**src/rtl/writeback_arbiter.sv**
```systemverilog
// Register-file write-port arbiter: merges in-order pipeline writebacks with
// buffered mult/div results, filtering r0/r1 and redirecting exceptions to r30.
module writeback_arbiter #(
  parameter int          DEPTH    = 2,
  parameter logic [31:0] MULT_EXC = 32'd4,
  parameter logic [31:0] DIV_EXC  = 32'd5
) (
  input  logic        clock,
  input  logic        ctrl_reset,
  input  logic        wb_valid,
  input  logic [4:0]  wb_rd,
  input  logic [31:0] wb_data,
  output logic        pipe_stall,
  input  logic        md_valid,
  output logic        md_ready,
  input  logic [4:0]  md_rd,
  input  logic [31:0] md_data,
  input  logic        md_op,
  input  logic        md_exception,
  input  logic [4:0]  query_rs,
  input  logic [4:0]  query_rt,
  output logic        hazard,
  output logic        ctrl_writeEnable,
  output logic [4:0]  ctrl_writeReg,
  output logic [31:0] data_writeReg
);

  localparam int PTR_W = $clog2(DEPTH);
  localparam int CNT_W = PTR_W + 1;

  typedef enum logic [1:0] {
    SLOT_IDLE,
    SLOT_PIPE,
    SLOT_DRAIN,
    SLOT_FULL
  } slot_e;

  logic [4:0]       rd_mem   [DEPTH];
  logic [31:0]      data_mem [DEPTH];
  logic [PTR_W-1:0] rd_ptr;
  logic [PTR_W-1:0] wr_ptr;
  logic [CNT_W-1:0] count;

  logic        full;
  logic        wb_write;
  logic        md_push;
  logic        pop;
  logic [4:0]  push_rd;
  logic [31:0] push_data;
  slot_e       slot;

  assign full       = (count == CNT_W'(DEPTH));
  assign md_ready   = ~full;
  assign pipe_stall = full;

  // r0 and r1 are not writable; an exception always targets r30 and so survives.
  assign wb_write  = wb_valid && (wb_rd[4:1] != 4'd0);
  assign md_push   = md_valid && md_ready && (md_exception || (md_rd[4:1] != 4'd0));
  assign push_rd   = md_exception ? 5'd30 : md_rd;
  assign push_data = md_exception ? (md_op ? DIV_EXC : MULT_EXC) : md_data;

  // NOTE: every always_comb output gets a default first so no latch is inferred.
  always_comb begin
    slot = SLOT_IDLE;
    if (full)
      slot = SLOT_FULL;
    else if (wb_write)
      slot = SLOT_PIPE;
    else if (count != '0)
      slot = SLOT_DRAIN;
  end

  assign pop = (slot == SLOT_FULL) || (slot == SLOT_DRAIN);

  // An entry is live when its distance from the head is below the occupancy.
  always_comb begin
    hazard = 1'b0;
    for (int i = 0; i < DEPTH; i++) begin
      logic [PTR_W-1:0] age;
      age = PTR_W'(i) - rd_ptr;
      if ((CNT_W'(age) < count) &&
          ((rd_mem[i] == query_rs) || (rd_mem[i] == query_rt)))
        hazard = 1'b1;
    end
  end

  // NOTE: the payload storage has no reset; occupancy is tracked by count, so
  // stale contents are never observed.
  always_ff @(posedge clock) begin
    if (md_push) begin
      rd_mem[wr_ptr]   <= push_rd;
      data_mem[wr_ptr] <= push_data;
    end
  end

  always_ff @(posedge clock or posedge ctrl_reset) begin
    if (ctrl_reset) begin
      rd_ptr           <= '0;
      wr_ptr           <= '0;
      count            <= '0;
      ctrl_writeEnable <= 1'b0;
      ctrl_writeReg    <= 5'd0;
      data_writeReg    <= 32'd0;
    end else begin
      if (md_push)
        wr_ptr <= wr_ptr + 1'b1;
      if (pop)
        rd_ptr <= rd_ptr + 1'b1;
      count <= count + CNT_W'(md_push) - CNT_W'(pop);

      // Address/data hold their last value when nothing is written.
      unique case (slot)
        SLOT_PIPE: begin
          ctrl_writeEnable <= 1'b1;
          ctrl_writeReg    <= wb_rd;
          data_writeReg    <= wb_data;
        end
        SLOT_FULL, SLOT_DRAIN: begin
          ctrl_writeEnable <= 1'b1;
          ctrl_writeReg    <= rd_mem[rd_ptr];
          data_writeReg    <= data_mem[rd_ptr];
        end
        default: ctrl_writeEnable <= 1'b0;
      endcase
    end
  end

endmodule

```
**config.mk**
```make
export PLATFORM = sky130hd
export DESIGN_NAME = writeback_arbiter
export DESIGN_NICKNAME = d
export VERILOG_FILES = /design/src/rtl/writeback_arbiter.sv
export SDC_FILE = /design/constraint.sdc
export NUM_CORES = 1
export LEC_CHECK = 0
export ABC_AREA = 1
export CAP_MARGIN = 5
export CELL_PAD_IN_SITES_DETAIL_PLACEMENT = 0
export CELL_PAD_IN_SITES_GLOBAL_PLACEMENT = 1
export CORE_UTILIZATION = 30
export DETAILED_ROUTE_END_ITERATION = 8
export PLACE_DENSITY = 0.69
export SYNTH_ARGS = -nofsm -noshare
export SYNTH_HDL_FRONTEND = slang
export SYNTH_SLANG_ARGS = --single-unit
```
**constraint.sdc**
```tcl
create_clock -name clock -period 3.7 [get_ports clock]
set_clock_uncertainty 0.2 [all_clocks]
set_input_delay 0.37 -clock clock [delete_from_list [all_inputs] [get_ports clock]]
set_output_delay 0.37 -clock clock [all_outputs]
set_load 0.03 [all_outputs]
```
Word-level counts from Yosys, hierarchy flattened --
Memory sizes are Yosys's and may differ from the RTL's. Index checks and enable logic that the tools add are counted. Widths: inputs -> output; s select.
Storage, ports and cells: register bits after elaboration 42, input bits 90, output and inout bits 41, memories kept 2, logic and storage cells 53, RAM bits 74
Memories:
- data_mem | depth 2, width 32, read ports 1, clocked after memory_dff 0, write ports 1, line 39 | logic [31:0] data_mem [DEPTH];
- rd_mem | depth 2, width 5, read ports 3, clocked after memory_dff 0, write ports 1, line 38 | logic [4:0] rd_mem [DEPTH];
Operators by class: bitwise gates (word level) 1, reductions and logical operators 15, add/subtract/negate cells 6, order comparisons 2, muxes and demuxes 13, equal/unequal tests 8
Operator list (count):
- $pmux 32 s2 | 1
- $mux 32 | 1
- $eq 5x5->1 | 4
- $pmux 5 s2 | 1
- $reduce_bool 4->1 | 2
- $eq 2x2->1 const B | 3
- $mux 1 | 6
- $mux 2 | 3
- $logic_and 1x1->1 | 5
- $mux 5 | 1
- $logic_or 1x1->1 | 4
- $lt 1x2->1 | 2
- $reduce_bool 2->1 | 2
- $reduce_or 3->1 | 1
- $add 1x1->1 const B | 2
- $add 2x1->2 | 1
- $eq 2x1->1 const B | 1
- $reduce_or 2->1 | 1
- $sub 1x1->1 const A | 2
- $sub 2x1->2 | 1
- $not 1->1 | 1

Longest topological paths before layout --
Gate-level depths: netlist of run 1.
word-level depth 7, depth in mapped cells 11, mapped depth without buffers 10

Least setup slack after synthesis of run 1 --
OpenSTA, ideal clock, no wires.
path type register -> register, start point register count[0], end point memory data_mem[0][0], enable pin, period minus slack after synthesis 3.148 ns, required time 3.069 ns, stages on the path, launching flop included 5, buffers on the path 0, setup slack 0.552 ns, library setup time 0.431 ns, arrival time 2.516 ns, cell sequence dfrtp_1 -> inv_1 -> nand2_1 -> nand3_1 -> nor2_1
Between the ends: word-level cells in the longest chain between the ends 6
Ends and longest elaborated chain:
- start: declaration | line 42 | logic [CNT_W-1:0] count;
- start signal: assignment | line 109 | count <= count + CNT_W'(md_push) - CNT_W'(pop);
- $eq 2x2->1 | line 52 | assign full = (count == CNT_W'(DEPTH));
- $not 1->1 | line 53 | assign md_ready = ~full;
- via md_ready | line 15 | output logic md_ready,
- $logic_and 1x1->1 (2 in series) | line 58 | assign md_push = md_valid && md_ready && (md_exception || (md_rd[4:1] != 4'd0));
- $mux 1 | line 90 | if (md_push) begin
- $mux 1 (not written as such) | line 92 | data_mem[wr_ptr] <= push_data;
- end: declaration | line 39
The timed path passes the listed nets, and every way through them passes these cells.

Final worst setup path of run 1 --
start point input query_rt[1], end point output hazard
Between the ends: word-level cells in the longest chain between the ends 5, elaborated cells between the ends (all ways) 8, classes of those cells 2 x eq/ne; 2 x mux; 4 x reduce/logical
Ends and longest elaborated chain:
- start: declaration | line 21 | input logic [4:0] query_rt,
- $eq 5x5->1 | line 82 | ((rd_mem[i] == query_rs) || (rd_mem[i] == query_rt)))
- $logic_or 1x1->1 | line 82
- $logic_and 1x1->1 | line 81 | if ((CNT_W'(age) < count) &&
- $mux 1 | line 81
- $mux 1 * | line 81
- end: declaration | line 22 | output logic hazard,
Every way passes the cells marked *; elsewhere a longest branch is shown, timed or not.

==> results of run 1 <==
## layer usage
metal / vias up / track usage [%] / wire length (um)
met5: - / 0 / 0
met4: 0 / 5.50 / 194
met3: 16 / 3.75 / 713
met2: 125 / 23.3 / 6550
met1: 2080 / 22.3 / 7170
li1: 2284 / - / -
## final timing paths
kind | slack, ns | startpoint | endpoint
hold / removal | 0.19 | ctrl_reset | data_writeReg[15]
setup / recovery | 1.02 | query_rt[1] | hazard
setup reg to reg | 1.06 | count[0] | count[1]
min in group clock | 0.30 | data_writeReg[18] | data_writeReg[18]
hold reg to reg | 0.30 | data_writeReg[18] | data_writeReg[18]
max in group asynchronous | 2.72 | ctrl_reset | ctrl_writeReg[2]
## final cells by class
cell class              count  area, sq um  area share [%]
inverters                  97          364            4.73
flip-flops and latches    116         3270            42.5
clock inverters             9         81.3            1.06
clock buffers              23          468            6.08
multi-input cells         387         1830            23.7
well taps                 229          287            3.72
repair buffers            143         1400            18.2
## synthesized netlist by cell type, drive strengths merged
cell,number
nand2,134
nand3,117
inv,97
edfxtp,74
nor2,49
dfrtp,42
o21ai,39
or2,36
buf,31
xnor2,5
clkbuf,4
xor2,4
ha,2
nand4,1
## metrics by stage
step / setup slack, ns / utilization (%) / power, uW
floorplan: 0.552 / - / 3800
global placement: 1.02 / 39.3 / 4730
detailed placement: 1.01 / 39.3 / 4780
CTS: 0.971 / 42.3 / 6300
global route: 0.851 / 42.3 / 6640
finish: 1.02 / 42.3 / 6230
## state kept, by name (all words and copies together) (netlist names)
name / count
count: 2
data_writeReg: 32
ctrl_writeReg: 5
ctrl_writeEnable: 1
wr_ptr: 1
data_mem: 64
rd_ptr: 1
rd_mem: 10
## critical path: stages
cell and delay, ns:
sky130_fd_sc_hd__clkdlybuf4s50_1 0.52, sky130_fd_sc_hd__inv_1 0.08, sky130_fd_sc_hd__nand2_1 0.06, sky130_fd_sc_hd__nand2_1 0.05
sky130_fd_sc_hd__nor2_1 0.12, sky130_fd_sc_hd__nand3_1 0.08, sky130_fd_sc_hd__nand2_1 0.08, sky130_fd_sc_hd__nand2_1 0.05
sky130_fd_sc_hd__nand2_1 0.07, sky130_fd_sc_hd__clkdlybuf4s50_1 0.66
## layout by cell type (no fill, tap or decap)
cell type                           n
sky130_fd_sc_hd__clkbuf_8           2
sky130_fd_sc_hd__dfrtp_1           42
sky130_fd_sc_hd__nand2_2            1
sky130_fd_sc_hd__clkinvlp_4         2
sky130_fd_sc_hd__inv_4              2
sky130_fd_sc_hd__nand3_1          116
sky130_fd_sc_hd__or2_1             31
sky130_fd_sc_hd__clkinv_4           1
sky130_fd_sc_hd__nand3_2            1
sky130_fd_sc_hd__ha_1               2
sky130_fd_sc_hd__clkinv_1           1
sky130_fd_sc_hd__xor2_1             4
sky130_fd_sc_hd__nand2_1          133
sky130_fd_sc_hd__inv_2              2
sky130_fd_sc_hd__inv_1             94
sky130_fd_sc_hd__nor2_2             1
sky130_fd_sc_hd__clkdlybuf4s50_1  130
sky130_fd_sc_hd__nor2_4             2
sky130_fd_sc_hd__xnor2_1            5
sky130_fd_sc_hd__o21ai_0           19
sky130_fd_sc_hd__clkinv_2           3
sky130_fd_sc_hd__nor2_1            46
sky130_fd_sc_hd__o21ai_1           20
sky130_fd_sc_hd__clkbuf_16         17
sky130_fd_sc_hd__buf_4             13
sky130_fd_sc_hd__or2_2              5
sky130_fd_sc_hd__edfxtp_1          74
sky130_fd_sc_hd__nand4_1            1
sky130_fd_sc_hd__bufinv_16          1
sky130_fd_sc_hd__clkbuf_1           4
## power by group through the flow
stage | clock network (uW) | registers [uW] | logic, uW
2_1_floorplan | 0 | 2470 | 1330
3_3_place_gp | 0 | 2100 | 2630
3_5_place_dp | 0 | 2110 | 2670
4_1_cts | 1540 | 2090 | 2680
5_1_grt | 1600 | 2130 | 2910
6_report | 1500 | 2080 | 2650
## logic make-up (layout without fill, tap and decap cells)
family	count (synthesis)	count (layout)
adders and majority gates	2	2
DFF	116	116
xor gates and xnor gates	9	9
and+or+nand+nor	337	337
buffers and inverters	132	272
AOI/OAI and AO/OA	39	39
==> impl_metrics.ini, run 1 <==
[sta]
timing_worst_slew_pin_value_ns = 0.605
rsz0062_at_grt = false
setup-tns-final_ns = 0
period_minus_slack_ns = 2.68
max-slew-margin-rel_pct = 59.6
clock.fmax_mhz = 373
slew_violations = 0
setup_viol = 0
layout_worst_path_cycle_share_pct = 72.5
hold-worst-slack_ns = 0.193
finalHoldViolCount = 0

[logic_synthesis]
yosys-top-cells-area = sky130_fd_sc_hd__edfxtp_1 39%, sky130_fd_sc_hd__dfrtp_1 19%, sky130_fd_sc_hd__nand3_1 10%, sky130_fd_sc_hd__nand2_1 8.8%, sky130_fd_sc_hd__inv_1 6.3%
post_synth_mux_area_share_pct = 0
postSynthAreaPerCell_sq_um = 8.91
cell_area_after_technology_mapping_sq_mm = 0.00566
synth_top_cell_area_share_pct = 39.3
yosys_warnings = 0
synth-compound-area-share_pct = 3.45
synthesis.instances = 635
synthAdderAreaFrac_pct = 0.442
ys_ff_latch = 116
yosysSeqAreaShare_pct = 57.8
synth_net_count = 727
main_combinational_cell_family_by_area_after_synthesis = simple AND/OR/NAND/NOR gates
post_synth_simple_gate_area_pct = 26.7
synth_cell_types = 23
yosys.area.top_type = sky130_fd_sc_hd__edfxtp_1
post_synth_xor_area_fraction_pct = 1.39

[route]
wirelength_um = 14600
detail_route.first_pass.iterations = 4
detail_route.iter0.violations = 288
drt.antenna.violating_nets = 0
via_count = 4505
drc_errors = 0
average_wire_per_standard_cell_um = 14.6
route.detailed.vias_per_inst = 4.49

[power]
power_share_of_the_sequential_group_pct = 33.4
clkPwrFrac_pct = 24.1
powerDensity_mw_per_mm2 = 810
netSwitchingPower_uw = 2430
switching_share_pct = 39.1
comb_power_share_pct = 42.5
ir_worst_vdd_uv = 330
internal-power_uw = 3800
p_leak_uw = 0.00343

[placed_design]
globalplace.congestion = 0.783
placedInstanceArea_sq_mm = 0.00715
dp_hpwl_um = 10800
io_buffers = 130
placed_cells = 972

[clock_network]
cts_hold_buffers = 0
clk_root_buffer_cell = sky130_fd_sc_hd__clkbuf_16
cts.repair.resized = 0
clock_latency_ns = 0.41
cts_inserted_buffers = 17
post-cts-setup-buffers = 0
sink_count = 116
tritoncts = yes
clock_slew_seen_by_the_registers_of_the_worst_setup_and_hold_paths_ns = 0.05
clock_path_buffers = 2
cts_htree_levels = 4

[worst_setup_path]
critPathKind = in -> out
endpoint_required_time_on_the_critical_path_ns = 3.13
timing.reg2reg.worst_path_depth = 10
critical_path_peak_fanout = 3
critical_path_arrival_ns = 2.11
critical_path.endpoint_type = primary output
cp-start-kind = primary input

[grt]
grt_pass1_wl_um = 23200
globalRouteTotalUtil_pct = 15.7
grt_antenna_before_repair = 0
grt_max_degree = 43
first_global_vias = 4362
globalRoute.totalOverflow = 0

[floorplanning]
fp.coreArea_sq_mm = 0.0182
fp-row-count = 49
chipHeight_um = 139
floorplan.initialDensity_pct = 31.1
fp.dieArea_sq_mm = 0.0194
num_io_pins = 131
die_w_um = 139

[final_layout]
antenna-diode-count = 0
instances_no_fill = 1004
layout-drive-gt1-share_pct = 6.84
area_delta_synth_final_pct = 36.0
final_cell_area_sq_mm = 0.00770
nNetsFinal = 854
fillerInstances = 1808

[flow_run]
max_cap_viol_count = 0

[status]
status = finished clean

[worst_hold_path]
min_path_type = in -> async
Note: power is estimated with default switching activity, not from simulation.
==> run 2, diff against run 1 <==
PLACE_DENSITY = 0.72   (was 0.69)
clock period = 2.3 ns   (was 3.7 ns; I/O delays follow)
==> run 2 against run 1 <==
Effect of this change:
- core utilization is 0.21 points higher
- combinational power rose by 63%
- final cell count about the same
- largest cell class unchanged
==> impl_metrics.ini, run 2 (synthesized netlist as in run 1, its figures left out) <==
[final_layout]
commonest_cells_after_routing_fill_and_taps_aside = 133 x sky130_fd_sc_hd__nand2_1, 129 x sky130_fd_sc_hd__clkdlybuf4s50_1, 116 x sky130_fd_sc_hd__nand3_1
final_common_cell = sky130_fd_sc_hd__nand2_1
largest_register_ff_count = 64
area_delta_synth_final_pct = 36.7
reg.largest.list = data_mem x64, data_writeReg x32, rd_mem x10
fillerInstances = 1746
largest_register = data_mem
layout-drive-gt1-share_pct = 7.22
instances_no_fill = 1005
nNetsFinal = 855
antenna-diode-count = 0

[clock_network]
clock_latency_ns = 0.41
cts.repair.resized = 0
cts_inserted_buffers = 17
tritoncts = yes
clock_path_buffers = 2
cts_htree_levels = 4
post-cts-setup-buffers = 0
clock_slew_seen_by_the_registers_of_the_worst_setup_and_hold_paths_ns = 0.06
clk_root_buffer_cell = sky130_fd_sc_hd__clkbuf_16
sink_count = 116
cts_hold_buffers = 0

[power]
ir_worst_vdd_uv = 535
power.total_uw = 10000
p_leak_uw = 0.00344
powerDensity_mw_per_mm2 = 1290

[route]
wirelength_um = 14300
drt.antenna.violating_nets = 0
detail_route.iter0.violations = 220
route.detailed.vias_per_inst = 4.52
detail_route.first_pass.iterations = 5
average_wire_per_standard_cell_um = 14.2
via_count = 4544
drc_errors = 0

[worst_setup_path]
critical_path.startpoint = count[0]
timing.critical_path.mode_cell = sky130_fd_sc_hd__inv_1
endpoint_required_time_on_the_critical_path_ns = 1.87
critPathKind = reg -> out
setup.reg_to_reg.worst_slack_ns = 0.42
cp-start-kind = flip-flop
cpPeakStageDelay_ns = 0.66
cp_cell_instances = inv_1 -> nand2_1 -> inv_1 -> clkdlybuf4s50_1
reg2reg_to = count[1]
r2r_path_start = count[0]
critical_path_arrival_ns = 1.77
timing.reg2reg.worst_path_depth = 8
critical_path.endpoint_type = primary output
critical_path_peak_fanout = 4
slowest_library_cell_on_the_worst_path = sky130_fd_sc_hd__clkdlybuf4s50_1

[placed_design]
post-place-ws_ns = 0.158
globalplace.congestion = 0.785
dp_hpwl_um = 10500
io_buffers = 130
placed_cells = 973

[sta]
timing_worst_slew_pin_value_ns = 0.580
clock.fmax_mhz = 454
setup-tns-final_ns = 0
rsz0062_at_grt = false
slew_violations = 0
max-slew-margin-rel_pct = 61.3
setup_viol = 0
fin_ws_ns = 0.0986
period_minus_slack_ns = 2.20
layout_worst_path_cycle_share_pct = 95.7
finalHoldViolCount = 0

[floorplanning]
fp.coreArea_sq_mm = 0.0182
die_w_um = 139
num_io_pins = 131
fp.dieArea_sq_mm = 0.0194
floorplan.initialDensity_pct = 31.1
fp-row-count = 49
chipHeight_um = 139

[flow_run]
max_cap_viol_count = 0

[grt]
grt_antenna_before_repair = 0
first_global_vias = 4422
grt_max_degree = 43
grt_pass1_wl_um = 23100
globalRouteTotalUtil_pct = 15.3
globalRoute.totalOverflow = 0

[worst_hold_path]
min_path_type = in -> async

[status]
status = finished clean
[run 2: cell types whose count changed in the layout (fill, tap and decap cells not counted), sizes merged]
cell           before  now
clkbuf             23   18
clkinvlp            2    3
inv                98   96
buf                13   15
clkinv              5   11
clkdlybuf4s50     130  129
[run 2: how the worst max path moves through the flow]
stage / end / slack [ns] / depth (start not counted)
5_1_grt: pipe_stall / 0.02 / 4
6_report: pipe_stall / 0.1 / 4
3_5_place_dp: count[1] / 0.16 / 9
3_3_place_gp: count[1] / 0.18 / 9
4_1_cts: pipe_stall / 0.08 / 4
2_1_floorplan: data_mem[0][0] / -0.26 / 4
[run 2: cell type report]
cell class	instances	area, sq um	share of cell area, %
inverter	97	364	4.71
timing repair buffer	144	1440	18.6
clock buffer	18	429	5.55
clock inverter	14	115	1.49
sequential	116	3270	42.3
multi-input combinational	387	1830	23.6
tap	229	287	3.70
[run 2: power breakdown]
part	switching, uW	internal, uW
Combinational	2680	1630
Clock	909	1470
Sequential	326	2980
[run 2: metrics by stage]
stage	instance area [sq um]	hold WS [ns]	utilization [%]
floorplan	5670	0.219	-
global placement	7190	0.293	39.5
detailed placement	7190	0.296	39.5
CTS	7740	0.0895	42.5
global route	7740	0.132	42.5
finish	7740	0.0696	42.5
[run 2: per-layer routing]
metal	wire, um	GRT usage (%)	vias to the layer above
met4	211	5.50	0
met2	6350	23.1	146
met1	6980	21.6	2095
li1	-	-	2287
met3	728	3.20	16
met5	0	0	-
[run 2: critical path: cells and delay by family (launching register included)]
family	cells	cell delay [ns]
DFF	1	0.44
and+or+nand+nor	1	0.10
buffers and inverters	3	0.84
==> run 3, diff against run 2 <==
ABC_CLOCK_PERIOD_IN_PS = 2300   (was unset)
CORE_MARGIN = 1.5   (was unset)
MAX_ROUTING_LAYER = met4   (was unset)
==> run 3 against run 2 <==
Effect of this change:
- critical endpoint is now md_ready
- critical path type unchanged
- clock power grew 22%
- first-iteration DRC count is 32% higher
- sequential share of layout area shrank 0.83 points
- core utilization barely moved
- total power grew 5.9%
- critical path depth fell by 1
- routed wire length rose by 2.6%
- design area up 2.0%
- hold slack improved by 0.18 ns
==> impl_metrics.ini, run 3 (synthesized netlist as in run 1, its figures left out) <==
[power]
powerDensity_mw_per_mm2 = 1340
ir_worst_vdd_uv = 547
power.total_uw = 10600
p_leak_uw = 0.00353

[final_layout]
final_common_cell = sky130_fd_sc_hd__nand2_1
nNetsFinal = 859
area_delta_synth_final_pct = 39.4
multiInputGateArea_sq_mm = 0.00183
final-seq-area_sq_mm = 0.00327
commonest_cells_after_routing_fill_and_taps_aside = 133 x sky130_fd_sc_hd__nand2_1, 128 x sky130_fd_sc_hd__clkdlybuf4s50_1, 116 x sky130_fd_sc_hd__nand3_1
largest_register_ff_count = 64
reg.largest.list = data_mem x64, data_writeReg x32, rd_mem x10
largest_register = data_mem
instances_no_fill = 1013
layout-drive-gt1-share_pct = 7.45
antenna-diode-count = 0
fillerInstances = 1811

[status]
status = finished clean

[sta]
slew_violations = 0
setup_viol = 0
layout_worst_path_cycle_share_pct = 95.3
setup-tns-final_ns = 0
fin_ws_ns = 0.108
timing_worst_slew_pin_value_ns = 0.449
hold-worst-slack_ns = 0.254
clock.fmax_mhz = 456
rsz0062_at_grt = false
period_minus_slack_ns = 2.19
max-slew-margin-rel_pct = 69.8
finalHoldViolCount = 0

[floorplanning]
fp-row-count = 50
chipHeight_um = 140
die_w_um = 140
fp.dieArea_sq_mm = 0.0197
num_io_pins = 131
fp.coreArea_sq_mm = 0.0186
floorplan.initialDensity_pct = 30.5

[clock_network]
cts_inserted_buffers = 17
clock_latency_ns = 0.41
clock_slew_seen_by_the_registers_of_the_worst_setup_and_hold_paths_ns = 0.06
cts_htree_levels = 4
sink_count = 116
tritoncts = yes
clock_path_buffers = 2
clk_root_buffer_cell = sky130_fd_sc_hd__clkbuf_16

[route]
drc_errors = 0
average_wire_per_standard_cell_um = 14.4
route.detailed.vias_per_inst = 4.35
detail_route.iter0.violations = 291
wirelength_um = 14600
drt.antenna.violating_nets = 0
detail_route.first_pass.iterations = 4
via_count = 4403

[worst_setup_path]
critical_path_arrival_ns = 1.76
crit_buf_inv = 2
setup.reg_to_reg.worst_slack_ns = 0.35
critical_path_peak_fanout = 4
cp_cell_instances = inv_1 -> nand2_1 -> clkdlybuf4s50_1
timing.reg2reg.worst_path_depth = 8
r2r_path_start = count[0]
cp_top_family = buffers and inverters
cp-start-kind = flip-flop
endpoint_required_time_on_the_critical_path_ns = 1.87
reg2reg_to = count[1]
critical_path.endpoint_type = primary output
critPathKind = reg -> out
slowest_library_cell_on_the_worst_path = sky130_fd_sc_hd__clkdlybuf4s50_1
cpPeakStageDelay_ns = 0.69

[grt]
globalRouteTotalUtil_pct = 15.7
grt_max_degree = 39
grt_pass1_wl_um = 22800
globalRoute.totalOverflow = 0
grt_antenna_before_repair = 0
first_global_vias = 4177

[worst_hold_path]
hold_start = wb_data[27]
worst_hold_path.num_cells = 5
hold_end = data_writeReg[27]
min_path_type = in -> reg

[placed_design]
dp_hpwl_um = 10700
io_buffers = 130
globalplace.congestion = 0.815
post-place-ws_ns = 0.0851
placed_cells = 981

[flow_run]
max_cap_viol_count = 0
run 3: changes by cell type in the layout (fill, tap and decap cells not counted), sizes merged:
cell,delta
dlygate4sd3,+1
buf,+3
clkbuf,+1
clkinvlp,-2
clkinv,-6
bufinv,+5
clkdlybuf4s50,-1
inv,+1
dlymetal6s2s,+1
run 3: worst max-delay path by stage:
stage / slack (ns) / to / startpoint / cells after the start
after global routing: 0.005 / hazard / rd_ptr / 5
after floorplan: -0.26 / data_mem[0][0] / count[0] / 4
after detailed placement: 0.09 / count[1] / md_exception / 9
final: 0.11 / md_ready / count[0] / 3
after global placement: 0.11 / count[1] / md_exception / 9
after CTS: 0.04 / pipe_stall / count[0] / 4
run 3: cell type report:
cell class / instances / area share, %
multi-input combinational: 387 / 23.2
clock buffer: 19 / 5.49
clock inverter: 12 / 2.66
tap: 234 / 3.71
sequential: 116 / 41.5
timing repair buffer: 148 / 18.9
inverter: 97 / 4.64
run 3: per-layer routing:
layer	vias to the layer above	GRT usage (%)	part of all wire, %
met3	12	3.15	3.8
met1	1987	21.9	50
met5	-	-	0
met4	0	5.15	0.89
li1	2302	-	-
met2	102	22.8	45
run 3: repair_timing:
action / in CTS / in global routing
hold buffers: 1 / 0
hold endpoints to repair: 12 / 0
setup buffers: 0 / 0
gates resized for setup: 1 / 1
setup endpoints to repair: 1 / 1
run 3: where the power goes:
part / leakage, uW / switching (uW) / internal, uW
Clock: 0.000312 / 895 / 2010
Sequential: 0.00117 / 342 / 2980
Combinational: 0.00204 / 2690 / 1660
Total: 0.00353 / 3930 / 6650
run 3: per-stage QoR:
step	cell area (sq um)	utilization, %
floorplan	5670	-
detailed placement	7230	38.9
finish	7890	42.5
global placement	7230	38.9
global route	7890	42.5
CTS	7890	42.5
run 3: worst register-to-register path, cell delays in order (launching register included):
cell and delay, ns:
sky130_fd_sc_hd__dfrtp_1 0.44, sky130_fd_sc_hd__inv_1 0.10, sky130_fd_sc_hd__nand2_1 0.13, sky130_fd_sc_hd__nand3_1 0.16, sky130_fd_sc_hd__ha_1 0.31, sky130_fd_sc_hd__inv_1 0.04, sky130_fd_sc_hd__ha_1 0.17, sky130_fd_sc_hd__xnor2_1 0.17
sky130_fd_sc_hd__xor2_1 0.15
